[src/rtl/adc_responder.sv]
// SPI responder emulating a 2-channel, 10-bit MCP3002-style ADC.
// The SPI pins are oversampled on clk, and every state decision uses the synchronized copies.
module adc_responder #(
  parameter int SYNC_STAGES = 2
) (
  input  logic       clk,
  input  logic       reset,
  input  logic       sclk,
  input  logic       ncs,
  input  logic       mosi,
  input  logic [9:0] sample0,
  input  logic [9:0] sample1,
  output logic       miso,
  output logic       miso_en,
  output logic       busy,
  output logic       conv_done,
  output logic       frame_err,
  output logic [2:0] last_cmd
);

  typedef enum logic [2:0] {
    ST_IDLE,
    ST_WAIT_START,
    ST_CMD,
    ST_NULL,
    ST_DATA,
    ST_DONE
  } state_t;

  logic [SYNC_STAGES-1:0] sclk_sync_q;
  logic [SYNC_STAGES-1:0] ncs_sync_q;
  logic [SYNC_STAGES-1:0] mosi_sync_q;
  logic                   sclk_prev_q;

  logic sclk_s, ncs_s, mosi_s;
  logic sclk_rise, sclk_fall;

  state_t     state_q, state_d;
  logic [3:0] cnt_q, cnt_d;
  logic [1:0] cmd_q, cmd_d;
  logic [9:0] shift_q, shift_d;
  logic       last_pend_q, last_pend_d;
  logic       miso_q, miso_d;
  logic       miso_en_q, miso_en_d;
  logic       busy_q, busy_d;
  logic       conv_done_q, conv_done_d;
  logic       frame_err_q, frame_err_d;
  logic [2:0] last_cmd_q, last_cmd_d;

  // The 11-bit difference is clamped to zero when its sign bit is set.
  function automatic logic [9:0] sat_sub(input logic [9:0] a, input logic [9:0] b);
    logic signed [10:0] diff;
    diff = $signed({1'b0, a}) - $signed({1'b0, b});
    return diff[10] ? 10'd0 : diff[9:0];
  endfunction

  function automatic logic [9:0] select_result(input logic sgl, input logic odd,
                                               input logic [9:0] s0, input logic [9:0] s1);
    if (sgl) return odd ? s1 : s0;
    else if (odd) return sat_sub(s1, s0);
    else return sat_sub(s0, s1);
  endfunction

  // Input synchronizers and sclk edge history
  always_ff @(posedge clk) begin
    if (reset) begin
      sclk_sync_q <= '0;
      ncs_sync_q  <= '1;
      mosi_sync_q <= '0;
      sclk_prev_q <= 1'b0;
    end else begin
      sclk_sync_q <= {sclk_sync_q[SYNC_STAGES-2:0], sclk};
      ncs_sync_q  <= {ncs_sync_q[SYNC_STAGES-2:0], ncs};
      mosi_sync_q <= {mosi_sync_q[SYNC_STAGES-2:0], mosi};
      sclk_prev_q <= sclk_sync_q[SYNC_STAGES-1];
    end
  end

  assign sclk_s    = sclk_sync_q[SYNC_STAGES-1];
  assign ncs_s     = ncs_sync_q[SYNC_STAGES-1];
  assign mosi_s    = mosi_sync_q[SYNC_STAGES-1];
  assign sclk_rise = sclk_s & ~sclk_prev_q;
  assign sclk_fall = ~sclk_s & sclk_prev_q;

  always_comb begin
    state_d     = state_q;
    cnt_d       = cnt_q;
    cmd_d       = cmd_q;
    shift_d     = shift_q;
    last_pend_d = last_pend_q;
    miso_d      = miso_q;
    miso_en_d   = miso_en_q;
    busy_d      = busy_q;
    conv_done_d = 1'b0;
    frame_err_d = 1'b0;
    last_cmd_d  = last_cmd_q;

    // A deselect overrides any sclk edge seen in the same cycle.
    if (ncs_s) begin
      if (state_q == ST_CMD || state_q == ST_NULL || state_q == ST_DATA)
        frame_err_d = 1'b1;
      state_d   = ST_IDLE;
      miso_d    = 1'b0;
      miso_en_d = 1'b0;
      busy_d    = 1'b0;
    end else begin
      case (state_q)
        ST_IDLE: state_d = ST_WAIT_START;
        ST_WAIT_START: begin
          if (sclk_rise && mosi_s) begin
            state_d = ST_CMD;
            busy_d  = 1'b1;
            cnt_d   = 4'd0;
          end
        end
        ST_CMD: begin
          if (sclk_rise) begin
            cmd_d = {cmd_q[0], mosi_s};
            cnt_d = cnt_q + 4'd1;
            // cmd_q holds {SGL, ODD} here and mosi_s is MSBF.
            if (cnt_q == 4'd2) begin
              last_cmd_d = {cmd_q, mosi_s};
              shift_d    = select_result(cmd_q[1], cmd_q[0], sample0, sample1);
              state_d    = ST_NULL;
            end
          end
        end
        ST_NULL: begin
          if (sclk_fall) begin
            miso_en_d   = 1'b1;
            miso_d      = 1'b0;
            cnt_d       = 4'd9;
            last_pend_d = 1'b0;
            state_d     = ST_DATA;
          end
        end
        ST_DATA: begin
          if (sclk_fall && !last_pend_q) begin
            miso_d = shift_q[cnt_q];
            if (cnt_q == 4'd0) last_pend_d = 1'b1;
            else cnt_d = cnt_q - 4'd1;
          end else if (sclk_rise && last_pend_q) begin
            state_d     = ST_DONE;
            conv_done_d = 1'b1;
            miso_d      = 1'b0;
          end
        end
        ST_DONE: miso_d = 1'b0;
        default: state_d = ST_IDLE;
      endcase
    end
  end

  // Control state carries reset; the datapath is always loaded before it is used.
  always_ff @(posedge clk) begin
    if (reset) begin
      state_q     <= ST_IDLE;
      miso_q      <= 1'b0;
      miso_en_q   <= 1'b0;
      busy_q      <= 1'b0;
      conv_done_q <= 1'b0;
      frame_err_q <= 1'b0;
      last_cmd_q  <= 3'b000;
    end else begin
      state_q     <= state_d;
      miso_q      <= miso_d;
      miso_en_q   <= miso_en_d;
      busy_q      <= busy_d;
      conv_done_q <= conv_done_d;
      frame_err_q <= frame_err_d;
      last_cmd_q  <= last_cmd_d;
    end
  end

  always_ff @(posedge clk) begin
    cnt_q       <= cnt_d;
    cmd_q       <= cmd_d;
    shift_q     <= shift_d;
    last_pend_q <= last_pend_d;
  end

  assign miso      = miso_q;
  assign miso_en   = miso_en_q;
  assign busy      = busy_q;
  assign conv_done = conv_done_q;
  assign frame_err = frame_err_q;
  assign last_cmd  = last_cmd_q;

endmodule

[config.mk]
export PLATFORM = sky130hd
export DESIGN_NAME = adc_responder
export DESIGN_NICKNAME = d
export VERILOG_FILES = /design/src/rtl/adc_responder.sv
export SDC_FILE = /design/constraint.sdc
export NUM_CORES = 1
export LEC_CHECK = 0
export ABC_AREA = 1
export CAP_MARGIN = 20
export CORE_MARGIN = 5
export CORE_UTILIZATION = 55
export DETAILED_ROUTE_END_ITERATION = 8
export PLACE_DENSITY = 0.78
export SETUP_SLACK_MARGIN = 0.1
export SLEW_MARGIN = 10
export SYNTH_ARGS = -nofsm -noshare
export SYNTH_HDL_FRONTEND = slang
export SYNTH_SLANG_ARGS = --single-unit
[constraint.sdc]
create_clock -name clk -period 2.45 [get_ports clk]
set_input_delay 0.49 -clock clk [delete_from_list [all_inputs] [get_ports clk]]
set_output_delay 0.49 -clock clk [all_outputs]
set_load 0.01 [all_outputs]
==> flow_summary.yaml <==
run_status:
  status: "complete, no violations"
grt:
  grt_pass1_vias: 2721
  gr-total-overflow: 0
  grt_max_degree: 21
  groute.usage.overall_pct: 23.2
  grt_pass1_wl_mm: 12.1
  antenna_found_initial: 0
synthesis:
  synth_nets: 481
  yosysWarningCount: 0
  synth_area_leaders: "edfxtp_1, nand2_1, dfxtp_1, ha_1, inv_1"
  yosysTopAreaCell: "edfxtp_1"
  synth.mux.area_fraction_pct: 0
  synth_compound_area_share_pct: 11.7
  syn_inst: 431
  synth_top_cell_area_share_pct: 17.7
  synth_seq_area_share_pct: 30.3
  synth_edf_count: 17
  synth-main-ff-cell: "dfxtp_1"
  yosys.area_share.simple_pct: 31.7
  async_flop_share_pct: 0
  avgSynthCellArea_um2: 6.67
  yosysUniqueCellTypes: 34
  synthAdderAreaFrac_pct: 11.7
  ys_ff_latch: 35
  syn_area_mm2: 0.00288
  synth_xor_area_share_pct: 3.65
  synth_top_family_by_area: "simple AND/OR/NAND/NOR gates"
die:
  start_util_pct: 56.3
  rows: 26
  fp.dieH_um: 82.3
  io_pins: 33
  die-area_mm2: 0.00678
  die_w_um: 82.3
  fp.coreArea_mm2: 0.00511
sta:
  fmaxAchievable_mhz: 436
  hold_slack_ns: 0.403
  slew_violations: 0
  hold_viol: 0
  setup_viol: 0
  skew_ns: 0.00708
  period_minus_slack_ns: 2.30
  finalCritPeriodShare_pct: 93.7
  rsz0062_at_grt: "yes"
  setup-tns-final_ns: 0
  slew_headroom_pct: 52.2
  worstMarginPinSlew_ns: 0.717
  worst_slack_ns: 0.155
job:
  maxCapViolations: 0
routing:
  drt_wl_total_mm: 7.78
  drtAntennaViolNets: 0
  first_pass_iters: 4
  vias: 2981
  wl_per_cell_um: 13.7
  drtIter0Drc: 340
  remaining_drc_errors: 0
  vias_per_cell: 5.26
critical_path:
  crit_slowest_cell: "clkdlybuf4s50_1"
  crit_chain: "clkdlybuf4s50_1 -> inv_1 -> ha_4 -> nand2_2 -> buf_4 -> nor2_4 -> inv_2 -> a21oi_4 -> nor2_4 -> nor2_4 -> nand2_1 -> o21ai_1 -> nand2_1 -> nand2_1"
  path_max_fanout: 6
  end_kind: "register"
  reg2reg_depth: 10
  rr_startpoint: "state_q[1]"
  worstSetupPathType: "input pin to register"
  cp_slowest_stage_delay_ns: 0.48
  r2r-end: "cnt_q[3]"
  arrival_ns: 2.45
  start_kind: "input pin"
  cp.required_ns: 2.60
  rrSetupSlack_ns: 0.31
worst_hold_path:
  min_to: "sclk_sync_q[1]"
  min-delay-path-class: "register to register"
  min_path_cells: 2
  hold_start: "sclk_sync_q[0]"
power:
  power_density_mw_per_mm2: 403
  p_leak_nw: 1.82
  vdd_drop_max_uv: 382
cells_and_area:
  finish.utilization_pct: 74.5
  n_antenna_cell: 0
  areaGrowthSynthToFinish_pct: 32.3
  fillers: 428
  fin_cells: 567
  fin_nets: 546
  drive_above_1_share_pct: 17.9
  multiInputGateArea_mm2: 0.00188
  seqCellArea_um2: 871
clock_tree:
  root_buffer: "clkbuf_8"
  insertion_delay_ns: 0.29
  cts_tree: "done"
  cts.clk_slew.worst_paths_ns: 0.07
  cts_sinks: 35
  cts_buffer_depth: 2
  htreeDepth: 2
  cts-buffers-inserted: 5
placement:
  place_congestion: 0.930
  dp_cells: 557
  place_ws_ns: -0.296
  dp_hpwl_mm: 6.01
  portBuffers: 32
## registers in the layout, indices dropped and copies added, names as in the netlist
register     cells
state_q          3
conv_done        1
busy             1
miso_en          1
sclk_sync_q      2
shift_q         10
cmd_q            2
last_cmd         3
frame_err        1
mosi_sync_q      2
cnt_q            4
ncs_sync_q       2
last_pend_q      1
miso             1
sclk_prev_q      1
## cell type report
class,count,area share [%]
Multi-Input combinational cell,314,49.4
Sequential cell,35,22.9
Timing Repair Buffer,68,15.6
Inverter,72,7.10
Clock buffer,8,2.63
Tap cell,70,2.30
## cells in the mapped netlist, types with 4 or more instances
cell type / n
buf_2: 4
dfxtp_1: 18
nand2_1: 113
xnor2_1: 7
edfxtp_1: 17
inv_1: 69
a21oi_1: 28
o21ai_1: 4
o21ai_0: 23
nand3_1: 31
nor2_1: 50
ha_1: 22
xor2_1: 5
## cells in the final DEF (no fill, tap or decap), drive strengths merged
master	count
a211oi	1
a31oi	1
xnor2	7
ha	22
nor2	55
o21bai	3
inv	72
clkbuf	8
fa	3
edfxtp	17
xor2	5
nand3	32
buf	36
nor4	1
or2	4
dlymetal6s2s	2
nor3	4
o22ai	1
a21oi	29
clkdlybuf4s50	30
a2111oi	1
o21ai	27
nand4	3
dfxtp	18
nand2	115
## logic make-up (layout without fill, tap and decap cells)
kind of cell	count (synthesis)	count (layout)
simple gates	214	214
compound gates	63	63
flops	35	35
fa+ha+maj	25	25
xor+xnor	12	12
buf+inv	82	148
## metal layers
metal	track usage [%]	routed length (um)	vias up
met3	3.36	530	14
met4	6.81	126	0
met1	31.7	3410	1361
met5	0	0	-
met2	38.0	3720	109
li1	-	-	1497
## per-stage QoR
step	power [mW]	instance area (um^2)
after floorplan	0.872	2880
after global placement	1.02	3490
after detailed placement	1.03	3490
after CTS	1.48	3600
after global routing	1.62	3810
final	1.53	3810
## worst max path at each step
stage          slack [ns]         end  cells after the start  startpoint
2_1_floorplan        0.43  shift_q[3]                     12  sample1[0]
3_3_place_gp        -0.25  shift_q[2]                     11  sample0[0]
3_5_place_dp        -0.30  shift_q[2]                     11  sample0[0]
4_1_cts               0.1  shift_q[2]                     11  sample0[9]
5_1_grt              0.01  shift_q[6]                     14  sample0[8]
6_report             0.15  shift_q[6]                     14  sample0[8]
## power by group
group / internal (mW) / switching (mW)
combinational: 0.214 / 0.240
clock: 0.256 / 0.202
sequential: 0.617 / 0.00361
## critical path, delay by kind of cell
kind | cells | cell delay (ns)
fa+ha+maj | 1 | 0.27
compound gates | 2 | 0.24
simple gates | 7 | 0.67
buf+inv | 4 | 0.77
## what timing repair did
action,in CTS,in global routing
gates cloned,0,0
pin swaps,0,2
setup endpoints to repair,8,11
hold buffers,0,0
gates resized for setup,3,36
buffers inserted,0,2
No activity file was read; power rests on OpenSTA's default activity.
